$ cat src/rtl/key_pkg.sv
// ============================================================================
// Module      : key_pkg
// Description : Shared key-path types and 50 MHz default cycle constants,
//               used by the debouncer and the gesture decoder.
// Revision    : 1.0 - initial release
// ============================================================================
`default_nettype none

package key_pkg;

    localparam int c_debounce_cyc = 1_000_000;
    localparam int c_long_cyc     = 50_000_000;
    localparam int c_dclk_cyc     = 15_000_000;
    localparam int c_cnt_w        = 26;

    // One-hot gesture states
    typedef enum logic [4:0] {
        ST_IDLE      = 5'b00001,
        ST_PRESSED   = 5'b00010,
        ST_LONG_HELD = 5'b00100,
        ST_WAIT2     = 5'b01000,
        ST_PRESSED2  = 5'b10000
    } key_state_e;

endpackage

`default_nettype wire

$ cat src/rtl/key_gesture_timer.sv
// ============================================================================
// Module      : key_gesture_timer
// Description : Gesture timer with clear/enable and terminal-count flags for
//               the long-press and double-click windows.
// Revision    : 1.0 - initial release
// ============================================================================
`default_nettype none

module key_gesture_timer
    import key_pkg::*;
#(
    parameter int CNT_W    = c_cnt_w,
    parameter int LONG_CYC = c_long_cyc,
    parameter int DCLK_CYC = c_dclk_cyc
) (
    input  logic clk,
    input  logic rst,
    input  logic i_clr,
    input  logic i_en,
    output logic o_long_hit,
    output logic o_dclk_hit
);

    localparam logic [CNT_W-1:0] c_long_last = CNT_W'(LONG_CYC - 1);
    localparam logic [CNT_W-1:0] c_dclk_last = CNT_W'(DCLK_CYC - 1);

    logic [CNT_W-1:0] r_cnt;

    // Clear has priority so a state change always restarts the count at zero
    always_ff @(posedge clk) begin
        if (rst || i_clr) begin
            r_cnt <= '0;
        end else if (i_en) begin
            r_cnt <= r_cnt + CNT_W'(1);
        end
    end

    assign o_long_hit = (r_cnt == c_long_last);
    assign o_dclk_hit = (r_cnt == c_dclk_last);

endmodule

`default_nettype wire

$ cat src/rtl/key_event_decoder.sv
// ============================================================================
// Module      : key_event_decoder
// Description : Classifies debounced key gestures into short press, long press
//               and double click pulses. Double click enabled by KEY_DCLICK_EN.
// Revision    : 1.0 - initial release
// ============================================================================
`default_nettype none

module key_event_decoder
    import key_pkg::*;
#(
    parameter int LONG_CYC = c_long_cyc,
    parameter int DCLK_CYC = c_dclk_cyc,
    parameter int CNT_W    = c_cnt_w
) (
    input  logic clk,
    input  logic rst,
    input  logic key_flag,
    input  logic key_state,
    output logic short_press,
    output logic long_press,
    output logic double_click,
    output logic busy
);

    key_state_e r_state;
    key_state_e w_next;

    logic w_press;
    logic w_release;
    logic w_long_hit;
    logic w_dclk_hit;
    logic w_timer_en;
    logic w_timer_clr;
    logic w_short;
    logic w_long;
    logic w_dbl;
    logic r_short;
    logic r_long;

    assign w_press     = key_flag & ~key_state;
    assign w_release   = key_flag &  key_state;
    assign w_timer_en  = (r_state == ST_PRESSED) || (r_state == ST_WAIT2) ||
                         (r_state == ST_PRESSED2);
    assign w_timer_clr = (w_next != r_state);

    key_gesture_timer #(
        .CNT_W    (CNT_W),
        .LONG_CYC (LONG_CYC),
        .DCLK_CYC (DCLK_CYC)
    ) u_timer (
        .clk        (clk),
        .rst        (rst),
        .i_clr      (w_timer_clr),
        .i_en       (w_timer_en),
        .o_long_hit (w_long_hit),
        .o_dclk_hit (w_dclk_hit)
    );

    // Key events are tested before timeouts so an event on the terminal cycle wins
    always_comb begin
        w_next  = r_state;
        w_short = 1'b0;
        w_long  = 1'b0;
        w_dbl   = 1'b0;
        case (r_state)
            ST_IDLE: begin
                if (w_press) w_next = ST_PRESSED;
            end
            ST_PRESSED: begin
                if (w_release) begin
`ifdef KEY_DCLICK_EN
                    w_next  = ST_WAIT2;
`else
                    w_short = 1'b1;
                    w_next  = ST_IDLE;
`endif
                end else if (w_long_hit) begin
                    w_long = 1'b1;
                    w_next = ST_LONG_HELD;
                end
            end
            ST_LONG_HELD: begin
                if (w_release) w_next = ST_IDLE;
            end
`ifdef KEY_DCLICK_EN
            ST_WAIT2: begin
                if (w_press) begin
                    w_next = ST_PRESSED2;
                end else if (w_dclk_hit) begin
                    w_short = 1'b1;
                    w_next  = ST_IDLE;
                end
            end
            ST_PRESSED2: begin
                if (w_release) begin
                    w_dbl  = 1'b1;
                    w_next = ST_IDLE;
                end else if (w_long_hit) begin
                    w_long = 1'b1;
                    w_next = ST_LONG_HELD;
                end
            end
`endif
            default: w_next = ST_IDLE;
        endcase
    end

    always_ff @(posedge clk) begin
        if (rst) begin
            r_state <= ST_IDLE;
            r_short <= 1'b0;
            r_long  <= 1'b0;
        end else begin
            r_state <= w_next;
            r_short <= w_short;
            r_long  <= w_long;
        end
    end

`ifdef KEY_DCLICK_EN
    logic r_dbl;

    always_ff @(posedge clk) begin
        if (rst) begin
            r_dbl <= 1'b0;
        end else begin
            r_dbl <= w_dbl;
        end
    end

    assign double_click = r_dbl;
`else
    logic w_unused_dclk;

    assign w_unused_dclk = w_dclk_hit | w_dbl;
    assign double_click  = 1'b0;
`endif

    assign short_press = r_short;
    assign long_press  = r_long;
    assign busy        = (r_state != ST_IDLE);

endmodule

`default_nettype wire

$ cat config.mk
export PLATFORM = sky130hd
export DESIGN_NAME = key_event_decoder
export DESIGN_NICKNAME = d
export VERILOG_FILES = /design/src/rtl/key_pkg.sv /design/src/rtl/key_gesture_timer.sv /design/src/rtl/key_event_decoder.sv
export SDC_FILE = /design/constraint.sdc
export NUM_CORES = 1
export LEC_CHECK = 0
export ABC_AREA = 1
export BUFFER_PORTS_ARGS = -buffer_cell sky130_fd_sc_hd__buf_4
export CAP_MARGIN = 20
export CORE_MARGIN = 4
export CORE_UTILIZATION = 32
export DETAILED_ROUTE_END_ITERATION = 8
export HOLD_SLACK_MARGIN = 0.15
export PLACE_DENSITY = 0.55
export SLEW_MARGIN = 10
export SYNTH_ARGS = -nofsm -noshare
export SYNTH_HDL_FRONTEND = slang
export SYNTH_SLANG_ARGS = --single-unit
$ cat constraint.sdc
create_clock -name clk -period 1.77 [get_ports clk]
set_input_delay 0.177 -clock clk [delete_from_list [all_inputs] [get_ports clk]]
set_output_delay 0.177 -clock clk [all_outputs]
set_load 0.01 [all_outputs]
* Word level (Yosys, flattened, before mapping)
Cells that the tools add are included.
** Storage, ports and cells
- Register bits after elaboration :: 33
- Bits of input ports :: 4
- Logic and storage cells :: 29
** Operators by class
- Add/subtract/negate cells :: 1
- Equal/unequal tests :: 8
- Multiplexer cells :: 7
- Bitwise logic cells :: 4
- Reductions and logical operators :: 5
** Operators with widths (number)
- adder 26 x 1 -> 26 bit, second input constant :: 1
- equality test 26 bit, second input constant :: 1
- two-way mux 5 bit :: 4
- one-hot mux 5 bit (3 select lines) :: 1
- equality test 5 x 1 -> 1 bit, second input constant :: 1
- equality test 5 x 2 -> 1 bit, second input constant :: 1
- equality test 5 x 3 -> 1 bit, second input constant :: 1
- equality test 5 x 4 -> 1 bit, second input constant :: 1
- equality test 5 bit, second input constant :: 1
- inequality test 5 x 1 -> 1 bit, second input constant :: 1
- inequality test 5 bit :: 1
- logical OR 1 bit :: 3
- OR reduction 3 bit :: 1
- AND 1 bit :: 2
- two-way mux 1 bit :: 2
- inverter 1 bit :: 2
- OR reduction 2 bit :: 1

* Longest topological paths before layout
Gate-level depths: netlist of the first run.
- Word-level depth :: 6
- Depth in mapped cells :: 11
- Mapped depth without buffers :: 10

* Cells and area by module
A second synthesis of the first run with hierarchy kept.
** Second synthesis, totals
- Cell total of the unflattened synthesis :: 284
- Area, all modules :: 1863.0 sq um
** By module, submodules not included
- key_gesture_timer :: instances 1, cells an instance 223, area each 1468.9 sq um, seq. area each 520.5 sq um
- key_event_decoder :: instances 1, cells an instance 61, area each 394.1 sq um, seq. area each 140.1 sq um

* Worst setup path before layout of the first run
No wires, ideal clock.
- Path kind :: register to register
- Start point :: register u_timer.r_cnt[0]
- End point :: register u_timer.r_cnt[14]
- Arrival :: 1.431 ns
- Data required time :: 1.656 ns
- Setup slack :: 0.225 ns
- Cell stages (with the launch flop) :: 8
- Buffers on the path :: 0
- Period minus slack after synthesis :: 1.545 ns
- Cells stage by stage :: dfxtp_1 -> ha_1 -> nand3_1 -> nor2_1 -> nand3_1 -> xor2_1 -> a21oi_1 -> nor2_1
** On the way
- Word-level cells in the longest chain between the ends :: 6
- Elaborated cells between the ends (all ways) :: 7
- Those cells by class :: 1 x add/sub; 2 x eq/ne; 3 x mux; 1 x reduce/logical
** Ends and longest elaborated chain
- from (decl) :: RTL line key_gesture_timer.sv:27 : logic [CNT_W-1:0] r_cnt;
- from (signal assigned) :: RTL line key_gesture_timer.sv:34 : r_cnt <= r_cnt + CNT_W'(1);
- equality test 26 bit :: RTL line key_gesture_timer.sv:38 : assign o_long_hit = (r_cnt == c_long_last);
- two-way mux 5 bit :: RTL line key_event_decoder.sv:78 : end else if (w_long_hit) begin
- two-way mux 5 bit :: RTL line key_event_decoder.sv:71 : if (w_release) begin
- one-hot mux 5 bit (3 select lines) :: RTL line key_event_decoder.sv:66 : case (r_state)
- inequality test 5 bit :: RTL line key_event_decoder.sv:45 : assign w_timer_clr = (w_next != r_state);
- logical OR 1 bit :: RTL line key_gesture_timer.sv:31 : if (rst || i_clr) begin
Several ways; a longest one is shown, not always the timed one.
A chain may end at the register's enable or synchronous reset.

* Worst setup path in the final report of the first run
- Start point :: register u_timer.r_cnt[1]
- End point :: register u_timer.r_cnt[8]
The elaborated chain is that of the path after synthesis.

==> results of run 1 <==
logic make-up (layout without fill, tap and decap cells):
logic type      after synthesis  after routing  synth area share [%]
fa+ha+maj                     1              1                0.6056
compound gates               31             31                 7.692
simple gates                225            225                 44.76
other cells                   1              3                0.1815
xor+xnor                     10             10                 4.240
buf+inv                      52             71                 10.54
flops                        33             33                 31.98
sequential cells by signal, summed over array words and instances, names as in the netlist:
register / cells
u_timer.r_cnt: 26
r_state: 5
short_press: 1
long_press: 1
worst min-delay path: cells and delay by family:
family | cells | cell delay (ns)
buffers and inverters | 1 | 0.09
AND/OR/NAND/NOR | 2 | 0.09
AO/OA/AOI/OAI | 1 | 0.05
timing repair:
| item | in CTS | in global routing |
|---|---|---|
| endpoints found under the setup margin | 0 | 9 |
| hold endpoints to repair | 3 | 0 |
| gates resized for setup | 0 | 5 |
| hold buffers | 2 | 0 |
per-layer routing:
metal  track usage, %  up-vias  part of all wire [%]
li1                 -     1120                     -
met1            19.56      896                    50
met2            24.27       30                    45
met3            3.166        5                   3.9
met4            3.709        0                   1.2
met5                0        -                     0
synthesized netlist by cell type:
cell	count
inv_1	43
conb_1	1
buf_4	1
xor2_1	10
buf_6	2
o2111ai_1	1
o21ai_0	9
buf_2	3
nor2_1	97
nand2_4	1
clkbuf_1	1
inv_2	2
dfxtp_1	33
nor3_1	3
nand3_2	1
ha_1	1
nor2_4	2
o21ai_1	1
nand3_1	20
a21oi_1	20
nand2_1	92
nor2_2	3
nand2_2	2
nand4_1	4
layout make-up:
| cell class | count | area share [%] |
|---|---|---|
| sequential | 33 | 27.69 |
| timing repair buffer | 19 | 6.712 |
| multi-input combinational | 270 | 50.87 |
| tap | 77 | 4.038 |
| inverter | 45 | 7.079 |
| clock buffer | 7 | 3.618 |
stage by stage:
stage	instances	total power, mW
floorplan	355	0.8018
global placement	442	0.8160
detailed placement	442	0.8162
CTS	451	1.408
global route	451	1.447
finish	451	1.387
power groups by stage:
| stage | sequential, mW | combinational, mW | clock [mW] |
|---|---|---|---|
| after floorplan | 0.766 | 0.0356 | 0 |
| after global placement | 0.766 | 0.0495 | 0 |
| after detailed placement | 0.767 | 0.0496 | 0 |
| after CTS | 0.749 | 0.0531 | 0.606 |
| after global routing | 0.750 | 0.0619 | 0.636 |
| final | 0.750 | 0.0552 | 0.582 |
worst max-delay path by stage:
stage	end	slack, ns	cells after the start
final	u_timer.r_cnt[8]$_SDFFE_PP0P_	0.24	10
after global routing	u_timer.r_cnt[8]$_SDFFE_PP0P_	0.004	10
after CTS	u_timer.r_cnt[14]$_SDFFE_PP0P_	0.13	7
after detailed placement	u_timer.r_cnt[19]$_SDFFE_PP0P_	0.16	9
after global placement	u_timer.r_cnt[23]$_SDFFE_PP0P_	0.13	9
after floorplan	u_timer.r_cnt[14]$_SDFFE_PP0P_	0.23	7
==> impl_metrics.yaml, run 1 <==
layout:
  finish.instance_area_um2: 2386
  layout-drive-gt1-share_pct: 9.893
  multiInputGateArea_um2: 1214
  regArea_um2: 660.6
  layout.filler_cells: 722
  layout.cells.most_common_list: "nor2_1 (96), nand2_1 (92), inv_1 (42)"
  syn2layout_area_growth_pct: 15.51
  layout.nets: 379
  leading_cell_type_in_the_layout_fill_and_taps_excluded: "nor2_1"
  final_core_util_pct: 37.79
  antenna_cells: 0
worst_setup_path:
  endpoint_kind: "register"
  r2r_depth: 10
  cp_top_family: "simple AND/OR/NAND/NOR gates"
  critPathArrivalTime_ns: 1.70
  critical-path-slowest-cell: "dfxtp_1"
  setup.worst_path.class: "register to register"
  max_stage_delay_on_crit_path_ns: 0.36
  crit_required_ns: 1.94
  setup.worst_path.start: "u_timer.r_cnt[1]$_SDFFE_PP0P_"
  critical_path.cell_chain: "ha_2 -> nand2_1 -> nor2_1 -> nand2_1 -> inv_2 -> nor2_1 -> o21ai_0 -> o21ai_0 -> inv_1 -> nor2_1"
  crit-reg2reg-launch: "u_timer.r_cnt[1]$_SDFFE_PP0P_"
  cp.buffers_inverters: 2
  rr_endpoint: "u_timer.r_cnt[8]$_SDFFE_PP0P_"
  regToRegSetupSlack_ns: 0.24
  crit_top_cell: "nor2_1"
  worstPathMaxFanout: 4
  start_kind: "register"
yosys:
  synth-seq-cells: 33
  yosysTopAreaCell: "dfxtp_1"
  yosysUniqueCellTypes: 24
  sequential_element_share_of_the_synthesized_area_pct: 31.98
  synth_largest_type_area_fraction_pct: 31.98
  post_synth_inst_count: 353
  synth_area_um2: 2066
  synth-warning-count: 0
  synth_area_per_cell_um2: 5.852
  synth.top_cells.by_area: "dfxtp_1 (32%), nor2_1 (18%), nand2_1 (17%), inv_1 (7.8%), a21oi_1 (4.8%)"
power_and_ir_drop:
  power.clock.fraction_pct: 42.0
  seq_power_share_pct: 54.1
  power_leakage_nw: 0.8648
  power.internal_mw: 1.074
  power.ir.vdd_worst_uv: 226.6
  power_frac_comb_pct: 4.0
  power_switching_uw: 312.3
  switching_share_pct: 22.52
  total_power_density_per_cell_area_nw_per_um2: 581.1
sta:
  finalCritPeriodShare_pct: 86.40
  hold_viol_final: 0
  timing.final.setup_violations: 0
  period_needed_ns: 1.529
  report.final.slew_viol_count: 0
  setup-tns-final_ns: 0
  setup_repair_after_global_routing_missed_its_margin: "no"
  fmaxAchievable_ghz: 0.6539
  hold-worst-slack_ns: 0.1677
  final.setup.worst_slack_ns: 0.2408
  skew_ns: 0.005983
floorplan:
  row_count: 29
  design.core.area_um2: 6314
  fp.dieH_um: 88.35
  dieArea_um2: 7805
  top_level_ports: 8
  initial_core_util_pct: 32.72
  chipWidth_um: 88.35
placed_design:
  detailed_place.area_um2: 2261
  place_worst_setup_slack_ns: 0.1562
  place.gp.congestion: 0.9164
  portBuffers: 6
  hpwl_um: 3980
detailed_routing:
  detailedRoute.firstPassIterationCount: 4
  detail_route.drc_violations: 0
  drt-initial-drc-count: 127
  vias_per_cell: 4.548
  route.final.wire_length_um: 5065
  drt-wirelength-per-cell_um: 11.23
  route.vias.total: 2051
  drt.antenna.violating_nets: 0
min_path:
  hold_path_end: "r_state[1]$_SDFF_PP0_"
  timing.hold.worst.class: "primary input to register"
  holdPathStages: 4
  min_from: "key_state"
clock_tree:
  numCtsBuffers: 5
  cts.repair_timing.setup_buffer_count: 0
  clock_sink_count: 33
  tritoncts: "done"
  worst_setup_hold_path_clk_slew_ns: 0.07
  clk_path_buf_depth: 2
  clk_root_buf: "clkbuf_8"
  htreeDepth: 2
  clkLatencyLatePin_ns: 0.28
global_routing:
  vias_in_the_first_global_route: 1938
  grt_remaining_overflow: 0
  wire_length_of_the_first_global_routing_pass_um: 9039
  initial_antenna_violation_count: 0
  pin_count_of_the_biggest_net_entering_global_routing: 27
  globalRouteTotalUtil_pct: 14.71
status:
  result_of_the_run: "finished, final reports clean"
run:
  maxCapViolations: 0
No activity file was read; power rests on OpenSTA's default activity.
==> run 2: changes to the inputs <==
CTS_BUF_LIST = sky130_fd_sc_hd__clkbuf_4   (was default)
MAX_ROUTING_LAYER = met4   (was default)
==> run 2 against run 1 <==
Clock power fell by 30%. Core utilization decreased by 0.34 points. Sequential cell count stayed put. Clock skew up 0.0096 ns. Register-to-register slack got worse by 0.05 ns. Via count about the same. Sequential share of layout area grew 0.25 points. Non-clock buffer count is the same. Critical endpoint unchanged. Largest cell class unchanged.
==> impl_metrics.yaml, run 2 (synthesized netlist as in run 1, its figures left out) <==
detailed_routing:
  detail_route.drc_violations: 0
  drt-initial-drc-count: 148
  vias_per_cell: 4.535
  route.final.wire_length_um: 5188
  route.vias.total: 2050
  drt-wirelength-per-cell_um: 11.48
  drt.antenna.violating_nets: 0
  detailedRoute.firstPassIterationCount: 4
worst_setup_path:
  critical_path.cell_chain: "ha_1 -> nand2_1 -> nor2_1 -> nand2_1 -> inv_1 -> nor2_1 -> o21ai_0 -> o21ai_0 -> inv_1 -> nor2_1"
  critPathArrivalTime_ns: 1.82
  max_stage_delay_on_crit_path_ns: 0.37
  crit_top_cell: "nor2_1"
  crit-reg2reg-launch: "u_timer.r_cnt[1]$_SDFFE_PP0P_"
  worstPathMaxFanout: 4
  cp_top_family: "simple AND/OR/NAND/NOR gates"
  cp.buffers_inverters: 2
  setup.worst_path.start: "u_timer.r_cnt[1]$_SDFFE_PP0P_"
  critical-path-slowest-cell: "dfxtp_1"
  setup.worst_path.class: "register to register"
  endpoint_kind: "register"
  crit_required_ns: 2.01
  start_kind: "register"
sta:
  skew_ns: 0.01554
  timing.final.setup_violations: 0
  period_needed_ns: 1.580
  setup-tns-final_ns: 0
  hold_viol_final: 0
  report.final.slew_viol_count: 0
  finalCritPeriodShare_pct: 89.26
  fmaxAchievable_ghz: 0.6329
layout:
  largest_register: "u_timer.r_cnt"
  antenna_cells: 0
  layout.filler_cells: 704
  layout.nets: 379
  layout-drive-gt1-share_pct: 8.800
  syn2layout_area_growth_pct: 14.48
  layout.cells.most_common_list: "nor2_1 (96), nand2_1 (92), inv_1 (43)"
  largest_register_ffs: 26
  largestRegisters: "u_timer.r_cnt x26, r_state x5"
  leading_cell_type_in_the_layout_fill_and_taps_excluded: "nor2_1"
floorplan:
  fp.dieH_um: 88.35
  chipWidth_um: 88.35
  design.core.area_um2: 6314
  dieArea_um2: 7805
  top_level_ports: 8
  initial_core_util_pct: 32.72
  row_count: 29
clock_tree:
  clock_sink_count: 33
  numCtsBuffers: 5
  tritoncts: "done"
  clkLatencyLatePin_ns: 0.35
  worst_setup_hold_path_clk_slew_ns: 0.10
  clk_root_buf: "clkbuf_4"
  htreeDepth: 2
  clk_path_buf_depth: 2
power_and_ir_drop:
  total_power_mw: 1.221
  power.ir.vdd_worst_uv: 259.5
  power_leakage_nw: 0.8544
  total_power_density_per_cell_area_nw_per_um2: 516.2
status:
  result_of_the_run: "finished, final reports clean"
global_routing:
  initial_antenna_violation_count: 0
  pin_count_of_the_biggest_net_entering_global_routing: 27
  globalRouteTotalUtil_pct: 15.05
  vias_in_the_first_global_route: 1901
  grt_remaining_overflow: 0
  wire_length_of_the_first_global_routing_pass_um: 8783
placed_design:
  place.gp.congestion: 0.9215
  portBuffers: 6
  hpwl_um: 3951
min_path:
  min_from: "r_state[1]$_SDFF_PP0_"
  timing.hold.worst.class: "register to register"
run:
  maxCapViolations: 0
## run 2: changes by cell type in the layout (fill, tap and decap cells not counted), moves of 2 or more
cell,previous run,this run
clkinv_1,0,2
dlygate4sd3_1,2,4
buf_4,16,13
clkbuf_8,6,0
clkbuf_4,0,5
## run 2: power by group
part           internal [mW]  total, mW  switching, mW
registers              0.746      0.750        0.00366
clock network          0.144      0.410          0.266
logic                 0.0238     0.0616         0.0378
## run 2: through the flow
step | setup WS (ns) | cells | cell area [um^2] | util, % | hold slack (ns)
3_5_place_dp | 0.1194 | 440 | 2258 | 35.77 | 0.3618
4_1_cts | 0.09492 | 452 | 2349 | 37.20 | 0.5281
2_1_floorplan | 0.2253 | 355 | 2073 | - | 0.2461
5_1_grt | -0.008082 | 452 | 2365 | 37.46 | 0.5575
6_report | 0.1901 | 452 | 2365 | 37.46 | 0.5340
3_3_place_gp | 0.09547 | 440 | 2258 | 35.77 | 0.3588
## run 2: per-layer routing
layer / global-route usage [%] / share of wire, % / vias to the layer above
li1: - / - / 1118
met3: 3.073 / 3.6 / 7
met4: 5.495 / 1.4 / 0
met5: - / 0 / -
met1: 18.41 / 47 / 901
met2: 24.47 / 47 / 24
## run 2: worst min-delay path, cell delays in order, from the launching register on
cell and delay [ns]:
dfxtp_1 0.36, nand3_1 0.09, a21oi_1 0.05
## run 2: cell type report
cell class	instances	area [um^2]	area share (%)
clock inverter	3	12.51	0.5291
timing repair buffer	19	177.7	7.513
multi-input combinational	270	1211	51.22
tap	77	96.34	4.074
sequential	33	660.6	27.94
inverter	45	168.9	7.143
clock buffer	5	37.54	1.587
## run 2: what timing repair did
action	4_1_cts	5_1_grt
hold buffers	4	0
endpoints found under the hold margin	3	0
setup endpoints to repair	0	28
setup buffers	0	0
gates resized for setup	0	3
## run 2: worst paths after layout
kind	cells after the start	to	slack, ns
worst max-delay path	10	u_timer.r_cnt[8]$_SDFFE_PP0P_	0.19
worst min-delay path	2	r_state[1]$_SDFF_PP0_	0.53
worst max register to register	10	u_timer.r_cnt[8]$_SDFFE_PP0P_	0.19
worst min register to register	2	r_state[1]$_SDFF_PP0_	0.53
